**src/rtl/jt51_lite.sv**
```systemverilog
// jt51_lite: reduced OPM-style sound block with register port, timers A/B, IRQ, busy flag and eight panned square-wave channels.
// Optional macro CSM_EN: timer A overflow keys on all channels for one sample when reg 0x14 bit 7 is set.
module jt51_lite #(
  parameter logic signed [15:0] CH_AMP = 16'sd2048
) (
  input  logic        clk,
  input  logic        rst,
  input  logic        cen,
  input  logic        cen_p1,
  input  logic        cs_n,
  input  logic        wr_n,
  input  logic        a0,
  input  logic [7:0]  din,
  output logic [7:0]  dout,
  output logic        ct1,
  output logic        ct2,
  output logic        irq_n,
  output logic        sample,
  output logic [15:0] left,
  output logic [15:0] right,
  output logic [15:0] xleft,
  output logic [15:0] xright,
  output logic [15:0] dacleft,
  output logic [15:0] dacright
);

  logic [7:0]  addr_q, addr_d;
  logic        busy_q, busy_d;
  logic [4:0]  bcnt_q, bcnt_d;
  logic [4:0]  tcnt_q, tcnt_d;
  logic        sample_q, sample_d;
  logic [7:0]  key_q, key_d;
  logic [9:0]  clka_q, clka_d;
  logic [7:0]  clkb_q, clkb_d;
  logic [4:0]  ctrl_q, ctrl_d;   // {csm, en_b, en_a, run_b, run_a}
  logic [1:0]  ct_q, ct_d;
  logic [9:0]  cnt_a_q, cnt_a_d;
  logic [7:0]  cnt_b_q, cnt_b_d;
  logic [3:0]  pre_b_q, pre_b_d;
  logic        flag_a_q, flag_a_d;
  logic        flag_b_q, flag_b_d;
  logic        csm_q, csm_d;
  logic [1:0]  pan_q[8], pan_d[8];
  logic [6:0]  kc_q[8], kc_d[8];
  logic [5:0]  kf_q[8], kf_d[8];
  logic [19:0] phase_q[8], phase_d[8];
  logic signed [15:0] xl_q, xl_d, xr_q, xr_d;

  logic               tick, evt, dwr, ovf_a, ovf_b;
  logic [7:0]         key_eff;
  logic [2:0]         ch;
  logic signed [15:0] ch_out;
  logic signed [18:0] sum_l, sum_r;

  function automatic logic signed [15:0] sat16(input logic signed [18:0] v);
    if (v > 19'sd32767)       return 16'sh7FFF;
    else if (v < -19'sd32768) return 16'sh8000;
    else                      return v[15:0];
  endfunction

  always_comb begin
    // NOTE: every _d starts from its _q so no path through this block can infer a latch.
    addr_d   = addr_q;
    busy_d   = busy_q;
    bcnt_d   = bcnt_q;
    key_d    = key_q;
    clka_d   = clka_q;
    clkb_d   = clkb_q;
    ctrl_d   = ctrl_q;
    ct_d     = ct_q;
    cnt_a_d  = cnt_a_q;
    cnt_b_d  = cnt_b_q;
    pre_b_d  = pre_b_q;
    flag_a_d = flag_a_q;
    flag_b_d = flag_b_q;
    pan_d    = pan_q;
    kc_d     = kc_q;
    kf_d     = kf_q;
    phase_d  = phase_q;
    xl_d     = xl_q;
    xr_d     = xr_q;
    ovf_a    = 1'b0;
    ovf_b    = 1'b0;
    ch       = addr_q[2:0];

    tick     = cen & cen_p1;
    evt      = tick & (tcnt_q == 5'd31);
    dwr      = ~cs_n & ~wr_n & a0;
    tcnt_d   = tick ? tcnt_q + 5'd1 : tcnt_q;
    sample_d = evt;

    if (busy_q && tick) begin
      bcnt_d = bcnt_q + 5'd1;
      if (bcnt_q == 5'd31) busy_d = 1'b0;
    end
    if (dwr) begin
      busy_d = 1'b1;
      bcnt_d = 5'd0;
    end
    if (~cs_n & ~wr_n & ~a0) addr_d = din;

    if (evt && ctrl_q[0]) begin
      if (cnt_a_q == 10'h3FF) begin
        cnt_a_d = clka_q;
        ovf_a   = 1'b1;
      end else begin
        cnt_a_d = cnt_a_q + 10'd1;
      end
    end
    if (evt && ctrl_q[1]) begin
      pre_b_d = pre_b_q + 4'd1;
      if (pre_b_q == 4'hF) begin
        if (cnt_b_q == 8'hFF) begin
          cnt_b_d = clkb_q;
          ovf_b   = 1'b1;
        end else begin
          cnt_b_d = cnt_b_q + 8'd1;
        end
      end
    end

    if (dwr) begin
      casez (addr_q)
        8'h08: key_d[din[2:0]] = |din[6:3];
        8'h10: clka_d[9:2] = din;
        8'h11: clka_d[1:0] = din[1:0];
        8'h12: clkb_d = din;
        8'h14: begin
          ctrl_d = {din[7], din[3:0]};
          if (din[0] && !ctrl_q[0]) cnt_a_d = clka_q;
          if (din[1] && !ctrl_q[1]) begin
            cnt_b_d = clkb_q;
            pre_b_d = 4'd0;
          end
          if (din[4]) flag_a_d = 1'b0;
          if (din[5]) flag_b_d = 1'b0;
        end
        8'h1B:         ct_d = din[7:6];
        8'b0010_0???:  pan_d[ch] = din[7:6];
        8'b0010_1???:  kc_d[ch]  = din[6:0];
        8'b0011_0???:  kf_d[ch]  = din[7:2];
        default: ;
      endcase
    end
    // Overflow is applied after the write so a same-tick clear loses to the set.
    if (ovf_a) flag_a_d = 1'b1;
    if (ovf_b) flag_b_d = 1'b1;

    key_eff = key_q | {8{csm_q}};
    sum_l   = 19'sd0;
    sum_r   = 19'sd0;
    ch_out  = 16'sd0;
    for (int i = 0; i < 8; i++) begin
      if (!key_eff[i])  phase_d[i] = 20'd0;
      else if (evt)     phase_d[i] = phase_q[i] + {7'd0, kc_q[i], kf_q[i]};
      ch_out = !key_eff[i] ? 16'sd0 : (phase_q[i][19] ? -CH_AMP : CH_AMP);
      if (pan_q[i][1]) sum_r = sum_r + {{3{ch_out[15]}}, ch_out};
      if (pan_q[i][0]) sum_l = sum_l + {{3{ch_out[15]}}, ch_out};
    end
    if (evt) begin
      xl_d = sat16(sum_l);
      xr_d = sat16(sum_r);
    end
  end

`ifdef CSM_EN
  assign csm_d = evt ? (ovf_a & ctrl_q[4]) : csm_q;
`else
  logic unused_csm;
  assign csm_d      = 1'b0;
  assign unused_csm = ctrl_q[4];
`endif

  always_ff @(posedge clk or posedge rst) begin
    if (rst) begin
      addr_q   <= '0;
      busy_q   <= 1'b0;
      bcnt_q   <= '0;
      tcnt_q   <= '0;
      sample_q <= 1'b0;
      key_q    <= '0;
      clka_q   <= '0;
      clkb_q   <= '0;
      ctrl_q   <= '0;
      ct_q     <= '0;
      cnt_a_q  <= '0;
      cnt_b_q  <= '0;
      pre_b_q  <= '0;
      flag_a_q <= 1'b0;
      flag_b_q <= 1'b0;
      csm_q    <= 1'b0;
      xl_q     <= '0;
      xr_q     <= '0;
      // NOTE: the per-channel arrays are plain flops, not a RAM, so they take the reset like everything else.
      for (int i = 0; i < 8; i++) begin
        pan_q[i]   <= '0;
        kc_q[i]    <= '0;
        kf_q[i]    <= '0;
        phase_q[i] <= '0;
      end
    end else begin
      // NOTE: state is updated with <= only; all = assignments live in the always_comb above.
      addr_q   <= addr_d;
      busy_q   <= busy_d;
      bcnt_q   <= bcnt_d;
      tcnt_q   <= tcnt_d;
      sample_q <= sample_d;
      key_q    <= key_d;
      clka_q   <= clka_d;
      clkb_q   <= clkb_d;
      ctrl_q   <= ctrl_d;
      ct_q     <= ct_d;
      cnt_a_q  <= cnt_a_d;
      cnt_b_q  <= cnt_b_d;
      pre_b_q  <= pre_b_d;
      flag_a_q <= flag_a_d;
      flag_b_q <= flag_b_d;
      csm_q    <= csm_d;
      xl_q     <= xl_d;
      xr_q     <= xr_d;
      pan_q    <= pan_d;
      kc_q     <= kc_d;
      kf_q     <= kf_d;
      phase_q  <= phase_d;
    end
  end

  assign dout     = {busy_q, 5'd0, flag_b_q, flag_a_q};
  assign ct1      = ct_q[0];
  assign ct2      = ct_q[1];
  assign irq_n    = ~((flag_a_q & ctrl_q[2]) | (flag_b_q & ctrl_q[3]));
  assign sample   = sample_q;
  assign xleft    = xl_q;
  assign xright   = xr_q;
  assign left     = {xl_q[15:6], 6'd0};
  assign right    = {xr_q[15:6], 6'd0};
  assign dacleft  = xl_q ^ 16'h8000;
  assign dacright = xr_q ^ 16'h8000;

endmodule

```
**config.mk**
```make
export PLATFORM = sky130hd
export DESIGN_NAME = jt51_lite
export DESIGN_NICKNAME = d
export VERILOG_FILES = /design/src/rtl/jt51_lite.sv
export SDC_FILE = /design/constraint.sdc
export NUM_CORES = 1
export LEC_CHECK = 0
export ABC_AREA = 0
export CAP_MARGIN = 10
export CORE_MARGIN = 5
export CORE_UTILIZATION = 35
export DETAILED_ROUTE_END_ITERATION = 7
export SYNTH_ARGS = -nofsm -noshare
export SYNTH_HDL_FRONTEND = slang
export SYNTH_SLANG_ARGS = --single-unit
export TNS_END_PERCENT = 20
```
**constraint.sdc**
```tcl
create_clock -name clk -period 19.46 [get_ports clk]
set_input_delay 3.892 -clock clk [delete_from_list [all_inputs] [get_ports clk]]
set_output_delay 3.892 -clock clk [all_outputs]
set_load 0.02 [all_outputs]
```
==> results of run 1 <==
## worst max-delay path, delay by kind of cell, from the launching register on
| family | cells | cell delay [ps] |
|---|---|---|
| and+or+nand+nor | 6 | 1220 |
| muxes | 2 | 350 |
| AOI/OAI and AO/OA | 17 | 3210 |
| adders and majority gates | 9 | 3290 |
| DFF | 1 | 680 |
| xor gates and xnor gates | 4 | 920 |
| buffers and inverters | 1 | 90 |
## cell usage after synthesis (11+ instances only)
library cell  number  area, um2
nand3_1           52        260
nand3b_1          12       90.1
ha_1             199       2490
o211ai_1          16        120
and2_1            96        601
a21o_1            46        345
a211oi_1          34        255
xnor2_1          101        885
mux2_2           183       2060
a21oi_1          135        676
nand2b_1          22        138
a31o_2            11       96.3
o31ai_1           14        105
o21ai_0          155        776
a31oi_1           14       87.6
o21a_1            18        135
nor2_1           128        480
xor2_1            67        587
clkbuf_1          87        327
o21bai_1          25        188
dfrtp_1          368       9210
buf_4             90        676
a21boi_0          33        248
or3_1             36        225
inv_1             92        345
nand2_1          306       1150
nor3_1            48        240
fa_1              26        521
nand4_1           15       93.8
nor3b_1           14        105
nor2b_1           16        100
and3_1            42        263
mux2i_1           13        130
## power by group through the flow
stage,sequential [mW],clock [mW],combinational [mW]
after detailed placement,0.853,0,0.292
final,0.839,0.841,0.288
after global routing,0.845,0.901,0.315
after floorplan,0.844,0,0.220
after CTS,0.839,0.869,0.293
after global placement,0.852,0,0.290
## metrics by stage
step           cell area [um2]  total power, mW  util [%]  hold slack [ps]
2_1_floorplan            25400             1.06         -              438
3_3_place_gp             26800             1.14      37.4              457
3_5_place_dp             26800             1.14      37.4              466
4_1_cts                  28200             2.00      39.4              473
5_1_grt                  28200             2.06      39.4              483
6_report                 28200             1.97      39.4              467
## registers in the layout, summed over array words and instances (netlist names), 2 cells and up
register  flops
clka_q       10
xleft         6
bcnt_q        5
tcnt_q        5
phase_q     160
pre_b_q       4
ct_q          2
key_q         8
cnt_a_q      10
kf_q         48
cnt_b_q       8
xright        6
clkb_q        8
addr_q        8
ctrl_q        4
pan_q        16
kc_q         56
## logic make-up (layout without fill, tap and decap cells)
group,Yosys count,count (layout),share of synthesized area [%]
flip-flops,368,368,36.4
adder cells (fa/ha/maj),225,225,11.9
other,1,17,0.0148
AO/OA/AOI/OAI,593,593,15.2
buffers and inverters,276,300,5.43
AND/OR/NAND/NOR,830,830,16.2
multiplexers,196,196,8.65
XOR/XNOR,172,172,6.17
## worst max-delay path by stage
stage | slack [ps] | cells past startpoint | startpoint | endpoint
finish | 9540 | 39 | key_q[0] | xright[11]
global route | 8790 | 39 | key_q[0] | xright[11]
CTS | 9590 | 39 | key_q[0] | xright[11]
detailed placement | 9650 | 39 | key_q[0] | xright[11]
global placement | 9780 | 39 | key_q[0] | xright[12]
floorplan | 5350 | 1 | rst | addr_q[0]
## final cells by class
type	instances	area (um2)	area share (%)
Tap cell	950	1190	4.21
Sequential cell	368	9210	32.6
Timing Repair Buffer	128	1210	4.28
Inverter	93	358	1.27
Clock inverter	13	170	0.602
Clock buffer	66	1300	4.62
Multi-Input combinational cell	2033	14800	52.4
## per-layer routing
| metal | vias to the layer above | part of all wire (%) | track usage (%) |
|---|---|---|---|
| li1 | 9389 | - | - |
| met1 | 9012 | 49 | 20.6 |
| met2 | 219 | 47 | 24.5 |
| met3 | 55 | 3.4 | 2.17 |
| met4 | 0 | 1.3 | 2.56 |
| met5 | - | 0 | 0 |
## cells in the final DEF, fill, tap and decap left out, drive strengths merged, types with 17 or more instances in the layout
master / synthesis / final
dfrtp: 368 / 368
nand2: 306 / 306
ha: 199 / 199
mux2: 183 / 183
o21ai: 156 / 156
a21oi: 137 / 137
nor2: 128 / 128
clkdlybuf4s50: 0 / 102
xnor2: 101 / 101
and2: 96 / 96
inv: 92 / 91
xor2: 67 / 67
clkbuf: 87 / 66
nand3: 52 / 52
nor3: 51 / 51
a21o: 46 / 46
and3: 42 / 42
or3: 37 / 37
a211oi: 36 / 36
a21boi: 33 / 33
fa: 26 / 26
buf: 96 / 26
o21bai: 25 / 25
nand2b: 22 / 22
o21a: 18 / 18
conb: 1 / 17
==> impl_metrics.py, run 1 <==
metrics = {
    "worst_setup_path": {
        "reg2reg_depth": 39,
        "critical_path_class": "flip-flop to flip-flop",
        "ff2ff_setup_slack_ps": 9540,
        "cpMostUsedCell": "ha_1",
        "start_kind": "flip-flop",
        "cp_slowest_cell": "dfrtp_1",
        "worst-path-max-fanout": 29,
        "arrival_ps": 10360,
        "critPathMaxStageDelay_ps": 680,
        "worstPathRequired_ps": 19890,
        "crit_path_end_kind": "flip-flop",
        "r2r-end": "xright[11]",
        "r2r-start": "key_q[0]",
    },
    "sta": {
        "hold_viol_final": 0,
        "rsz0062_at_grt": "no",
        "final_max_slew_viol_count": 0,
        "setup_viol": 0,
        "fmaxAchievable_ghz": 0.101,
        "finalCritPeriodShare_pct": 51.0,
        "skew_ps": 19.5,
        "finalWorstSetupSlack_ps": 9540,
        "finalSetupTns_ps": 0,
        "worst_pin_slew_ps": 917,
        "fin_crit_ps": 9920,
        "maxSlewHeadroom_pct": 38.8,
    },
    "yosys": {
        "ys_ff_latch": 368,
        "synth_flop_cell": "dfrtp_1",
        "synth-edff-count": 0,
        "syn_inst": 2661,
        "ys_seq_area_share_pct": 36.4,
        "avgSynthCellArea_um2": 9.52,
        "async_reset_ff_share_pct": 100,
        "syn_area_um2": 25300,
        "synth_cell_types": 81,
        "synth_warnings": 0,
    },
    "route": {
        "drt_iter0_markers": 1042,
        "avgRoutedWirePerCell_um": 15.9,
        "via_per_inst": 5.12,
        "drc": 0,
        "num_vias": 18675,
        "drtAntennaViolNets": 0,
        "drt_wl_total_um": 57900,
        "firstDrtPassIters": 5,
    },
    "layout": {
        "fin_cells": 3651,
        "n_fill_cell": 7071,
        "antenna_cells": 0,
        "syn_to_final_growth_pct": 11.5,
        "drive_gt1_share_pct": 11.5,
        "nets": 2908,
    },
    "pwr": {
        "switching_power_mw": 0.539,
        "internal_power_mw": 1.43,
        "peakVddDrop_mv": 0.0777,
        "power_frac_clock_pct": 42.7,
        "p_per_area_nw_per_um2": 69.7,
        "switching_share_pct": 27.4,
        "combPwrFrac_pct": 14.7,
        "p_seq_share_pct": 42.6,
        "leakagePower_nw": 13.5,
    },
    "place": {
        "dpl_worst_slack_ps": 9650,
        "place_inst": 3572,
        "port_buffers": 105,
        "place_hpwl_um": 39400,
        "place.gp.congestion": 0.826,
    },
    "min_path": {
        "min_from": "tcnt_q[3]",
        "hold_end": "tcnt_q[3]",
        "hold_class": "flip-flop to flip-flop",
        "hold_depth": 1,
    },
    "clock_network": {
        "post_cts_resized": 0,
        "cts.sink_count": 368,
        "cts_buffers": 44,
        "post-cts-setup-buffers": 0,
        "path_clk_slew_ps": 60,
        "hold_buffers": 0,
        "cts_tree": "built",
        "htreeDepth": 2,
        "cts_root_buf": "clkbuf_16",
        "clk_latency_ps": 580,
        "clockBufferDepth": 3,
    },
    "grt": {
        "grtUsageTotal_pct": 14.6,
        "grt_pass1_wl_um": 95600,
        "grt_pass1_vias": 18029,
        "grt_start_max_net_pins": 124,
        "grt-ovfl-total": 0,
        "antenna_found_initial": 0,
    },
    "run_status": {
        "outcome": "complete, no violations",
    },
    "die": {
        "die-area_um2": 77800,
        "initial_utilization_pct": 35.4,
        "core_area_um2": 71600,
        "die_h_um": 279,
        "io_pins": 123,
        "std_cell_rows": 98,
        "dieWidth_um": 279,
    },
    "run": {
        "maxCapViolations": 0,
    },
}
Note: power is estimated with default switching activity, not from simulation.
==> inputs of run 2 (changes only) <==
==> constraint.sdc (replaced) <==
create_clock -name clk -period 8.96 [get_ports clk]
set_input_delay 1.792 -clock clk [delete_from_list [all_inputs] [get_ports clk]]
set_output_delay 1.792 -clock clk [all_outputs]
set_load 0.02 [all_outputs]
==> run 2 against run 1 <==
Effect of this change:
- sequential power rose by 120%
- sequential cell count did not move
- clock-buffer cell count fell by 8
- die area did not move
- via count rose by 1.0%
- design area rose by 2.1%
- combinational power rose by 130%
- power rose by 120%
- register-to-register slack got worse by 9300 ps
- cell count rose by 0.88%
==> impl_metrics.py, run 2 (synthesis results as in run 1) <==
metrics = {
    "pwr": {
        "internal_power_mw": 3.12,
        "switching_power_mw": 1.19,
        "power.total_mw": 4.31,
        "p_seq_share_pct": 42.2,
        "peakVddDrop_mv": 0.134,
        "switching_share_pct": 27.7,
        "p_per_area_nw_per_um2": 150,
        "combPwrFrac_pct": 15.1,
        "power_frac_clock_pct": 42.7,
        "leakagePower_nw": 13.6,
    },
    "sta": {
        "hold_ws_ps": 465,
        "finalSetupTns_ps": 0,
        "finalCritPeriodShare_pct": 97.1,
        "worst_pin_slew_ps": 1080,
        "setup_viol": 0,
        "final_max_slew_viol_count": 0,
        "hold_viol_final": 0,
        "fmaxAchievable_ghz": 0.115,
        "skew_ps": 17.0,
        "fin_crit_ps": 8700,
        "maxSlewHeadroom_pct": 27.2,
        "rsz0062_at_grt": "yes",
        "finalWorstSetupSlack_ps": 256,
    },
    "worst_setup_path": {
        "startpoint": "key_q[0]",
        "arrival_ps": 9160,
        "worst-path-max-fanout": 5,
        "critPathMaxStageDelay_ps": 550,
        "crit_path_end_kind": "flip-flop",
        "critical_path_class": "flip-flop to flip-flop",
        "worstPathRequired_ps": 9420,
        "crit_buf_inv": 4,
        "r2r-start": "key_q[0]",
        "cp_top_family": "adder cells",
        "cpMostUsedCell": "ha_1",
        "cp_slowest_cell": "fa_1",
        "start_kind": "flip-flop",
    },
    "clock_network": {
        "htreeDepth": 2,
        "cts_tree": "built",
        "cts_root_buf": "clkbuf_16",
        "clockBufferDepth": 3,
        "clk_latency_ps": 590,
        "cts_buffers": 44,
        "path_clk_slew_ps": 60,
        "cts.sink_count": 368,
        "hold_buffers": 0,
    },
    "grt": {
        "grt_pass1_vias": 18321,
        "busiest_layer": "met2",
        "gr-usage-met1_pct": 20.2,
        "grt_start_max_net_pins": 162,
        "antenna_found_initial": 1,
        "use_met3_pct": 2.04,
        "grt-ovfl-total": 0,
        "grtUsageTotal_pct": 14.6,
        "grt_pass1_wl_um": 95600,
        "grt_util_met2_pct": 24.7,
    },
    "layout": {
        "stdcell_area_um2": 28800,
        "top_regs": "phase_q (160), kc_q (56), kf_q (48)",
        "n_fill_cell": 7087,
        "fin_cells": 3683,
        "largest_register_ffs": 160,
        "antenna_cells": 0,
        "final_common_cell": "dfrtp_1",
        "top_register": "phase_q",
        "post-route-util_pct": 40.3,
        "drive_gt1_share_pct": 14.4,
        "syn_to_final_growth_pct": 13.8,
        "final_cell_mix": "368 x dfrtp_1, 303 x nand2_1, 189 x ha_1, 183 x mux2_2, 147 x o21ai_0",
        "nets": 2941,
    },
    "place": {
        "place_area_um2": 26900,
        "port_buffers": 105,
        "place_inst": 3592,
        "place_hpwl_um": 39500,
        "dpl_worst_slack_ps": -169,
        "place.gp.congestion": 0.811,
    },
    "die": {
        "io_pins": 123,
        "core_area_um2": 71600,
        "dieWidth_um": 279,
        "std_cell_rows": 98,
        "initial_utilization_pct": 35.4,
        "die-area_um2": 77800,
        "die_h_um": 279,
    },
    "route": {
        "avgRoutedWirePerCell_um": 15.9,
        "drc": 0,
        "drtAntennaViolNets": 0,
        "drt_iter0_markers": 858,
        "drt_wl_total_um": 58500,
        "via_per_inst": 5.12,
        "firstDrtPassIters": 5,
        "num_vias": 18866,
    },
    "min_path": {
        "min_from": "tcnt_q[3]",
        "hold_class": "flip-flop to flip-flop",
    },
    "run": {
        "maxCapViolations": 0,
    },
    "run_status": {
        "outcome": "complete, no violations",
    },
}
[run 2: path summary, 6_finish.rpt]
path | slack [ps] | cells past startpoint | to
worst max-delay path | 260 | 40 | xright[14]
worst min-delay path | 470 | 1 | tcnt_q[3]
worst max register to register | 260 | 40 | xright[14]
worst min register to register | 470 | 1 | tcnt_q[3]
max in group asynchronous | 5430 | 4 | xleft[13]
min in group asynchronous | 1620 | 2 | phase_q[138]
[run 2: routing by layer]
metal  share of wire, %  up-vias
li1                   -     9450
met1                 49     9170
met2                 47      183
met3                2.6       63
met4                1.9        0
met5                  0        -
[run 2: layout make-up]
| class | instances | area [um2] | share of cell area, % |
|---|---|---|---|
| clock buffers | 58 | 1270 | 4.42 |
| clock inverters | 20 | 224 | 0.777 |
| inverters | 93 | 354 | 1.23 |
| multi-input cells | 2033 | 15100 | 52.4 |
| flip-flops and latches | 368 | 9210 | 31.9 |
| well taps | 950 | 1190 | 4.12 |
| repair buffers | 161 | 1490 | 5.15 |
[run 2: power groups by stage]
stage	Clock [mW]	Combinational, mW	Sequential, mW
2_1_floorplan	0	0.477	1.83
3_3_place_gp	0	0.633	1.85
3_5_place_dp	0	0.638	1.85
4_1_cts	1.91	0.642	1.82
5_1_grt	1.97	0.710	1.84
6_report	1.84	0.650	1.82
[run 2: repair_timing]
action,4_1_cts,5_1_grt
buffers inserted,1,12
gates resized for setup,5,64
setup endpoints to repair,5,12
pin swaps,2,44
[run 2: worst reg2reg max path, delay by kind of cell (launching register included)]
| family | cells | cell delay, ps |
|---|---|---|
| flip-flops | 1 | 410 |
| multiplexers | 2 | 350 |
| buffers and inverters | 4 | 420 |
| AO/OA/AOI/OAI | 15 | 2390 |
| AND/OR/NAND/NOR | 7 | 1100 |
| adder cells (fa/ha/maj) | 9 | 3200 |
| XOR/XNOR | 3 | 690 |
==> inputs of run 3 (changes only) <==
--- a/config.mk
+++ b/config.mk
@@ -10,6 +10,7 @@
 export CORE_MARGIN = 5
 export CORE_UTILIZATION = 35
 export DETAILED_ROUTE_END_ITERATION = 7
+export RECOVER_POWER = 50
 export SYNTH_ARGS = -nofsm -noshare
 export SYNTH_HDL_FRONTEND = slang
 export SYNTH_SLANG_ARGS = --single-unit
==> run 3 against run 2 <==
Effect of this change:
- the run now ends with capacitance limit, slew limit left
- design area hardly changed
- clock power hardly changed
- clock-buffer cell count stayed put
- critical endpoint unchanged
- largest cell class unchanged
- largest power group unchanged
- highest routed layer unchanged
==> impl_metrics.py, run 3 (synthesis results as in run 1) <==
metrics = {
    "layout": {
        "syn_to_final_growth_pct": 13.7,
        "drive_gt1_share_pct": 14.3,
        "post-route-util_pct": 40.2,
        "final_common_cell": "dfrtp_1",
        "top_regs": "phase_q (160), kc_q (56), kf_q (48)",
        "antenna_cells": 0,
        "top_register": "phase_q",
        "largest_register_ffs": 160,
        "final_cell_mix": "368 x dfrtp_1, 303 x nand2_1, 189 x ha_1, 183 x mux2_2, 147 x o21ai_0",
        "stdcell_area_um2": 28800,
        "fin_cells": 3683,
        "nets": 2941,
    },
    "run_status": {
        "outcome": "finished with violations",
        "violations": "capacitance limit, slew limit",
    },
    "die": {
        "initial_utilization_pct": 35.4,
        "std_cell_rows": 98,
        "dieWidth_um": 279,
        "die-area_um2": 77800,
        "core_area_um2": 71600,
        "io_pins": 123,
        "die_h_um": 279,
    },
    "grt": {
        "antenna_found_initial": 1,
        "grtUsageTotal_pct": 14.6,
        "grt_start_max_net_pins": 162,
        "grt_pass1_wl_um": 95600,
        "grt-ovfl-total": 0,
        "grt_pass1_vias": 18321,
    },
    "worst_setup_path": {
        "critical_path_class": "flip-flop to flip-flop",
        "ff2ff_setup_slack_ps": 260,
        "worstPathRequired_ps": 9420,
        "critPathMaxStageDelay_ps": 550,
        "crit_path_end_kind": "flip-flop",
        "worst-path-max-fanout": 5,
        "start_kind": "flip-flop",
        "cp_slowest_cell": "fa_1",
        "cpMostUsedCell": "ha_1",
        "arrival_ps": 9160,
    },
    "sta": {
        "hold_ws_ps": 465,
        "maxSlewHeadroom_pct": -173,
        "setup_viol": 0,
        "finalSetupTns_ps": 0,
        "fmaxAchievable_ghz": 0.115,
        "final_max_slew_viol_count": 292,
        "worst_pin_slew_ps": 4090,
        "fin_crit_ps": 8700,
        "finalWorstSetupSlack_ps": 256,
        "skew_ps": 16.6,
        "hold_viol_final": 0,
        "finalCritPeriodShare_pct": 97.1,
        "rsz0062_at_grt": "yes",
    },
    "route": {
        "wl_met2_um": 27200,
        "firstDrtPassIters": 4,
        "top_layer": "met4",
        "drt_wl_total_um": 58400,
        "num_vias": 18839,
        "drc": 0,
        "via_per_inst": 5.12,
        "wl_met1_um": 28500,
        "drt_iter0_markers": 879,
        "dr_wl_met3_um": 1600,
        "avgRoutedWirePerCell_um": 15.9,
        "drtAntennaViolNets": 0,
    },
    "clock_network": {
        "clk_latency_ps": 590,
        "cts.sink_count": 368,
        "path_clk_slew_ps": 60,
        "cts_buffers": 44,
        "clockBufferDepth": 3,
        "cts_tree": "built",
        "cts_root_buf": "clkbuf_16",
        "htreeDepth": 2,
    },
    "place": {
        "place_hpwl_um": 39500,
        "dpl_worst_slack_ps": -169,
        "port_buffers": 105,
        "place.gp.congestion": 0.811,
        "place_area_um2": 26900,
        "place_inst": 3592,
    },
    "min_path": {
        "hold_class": "flip-flop to flip-flop",
    },
    "pwr": {
        "p_per_area_nw_per_um2": 150,
        "leakagePower_nw": 13.7,
        "peakVddDrop_mv": 0.134,
        "power.total_mw": 4.31,
    },
    "run": {
        "maxCapViolations": 3,
    },
}
[run 3: layout make-up]
| cell class | count | area, um2 |
|---|---|---|
| Inverter | 93 | 352 |
| Multi-Input combinational cell | 2033 | 15100 |
| Fill cell | 7087 | 42800 |
| Timing Repair Buffer | 161 | 1460 |
| Clock buffer | 58 | 1270 |
| Sequential cell | 368 | 9210 |
| Clock inverter | 20 | 224 |
| Tap cell | 950 | 1190 |
[run 3: per-layer routing]
| layer | global-route usage, % | up-vias |
|---|---|---|
| li1 | - | 9449 |
| met1 | 20.2 | 9135 |
| met2 | 24.7 | 192 |
| met3 | 2.04 | 63 |
| met4 | 3.16 | 0 |
| met5 | 0 | - |
[run 3: worst paths after layout]
check | cells after the start | start | to
max | 40 | key_q[0] | xright[14]
min | 1 | tcnt_q[3] | tcnt_q[3]
max reg2reg | 40 | key_q[0] | xright[14]
min reg2reg | 1 | tcnt_q[3] | tcnt_q[3]
max in group asynchronous | 3 | rst | kf_q[16]
min in group asynchronous | 2 | rst | phase_q[138]
[run 3: critical path, delay by kind of cell, from the launching register on]
family	cells	cell delay, ps
adders and majority gates	9	3200
DFF	1	410
buffers and inverters	4	410
xor gates and xnor gates	3	690
muxes	2	350
AOI/OAI and AO/OA	15	2390
and+or+nand+nor	7	1100
[run 3: timing repair]
| action | CTS | global route |
|---|---|---|
| pin swaps | 2 | 44 |
| buffers inserted | 1 | 12 |
| resized for setup | 5 | 64 |
| endpoints found under the setup margin | 5 | 12 |
| hold buffers | 0 | 0 |
[run 3: power breakdown]
group | switching [mW] | internal (mW) | total (mW)
Sequential | 0.0855 | 1.74 | 1.82
Clock | 0.751 | 1.09 | 1.84
Combinational | 0.356 | 0.286 | 0.642
Total | 1.19 | 3.11 | 4.31
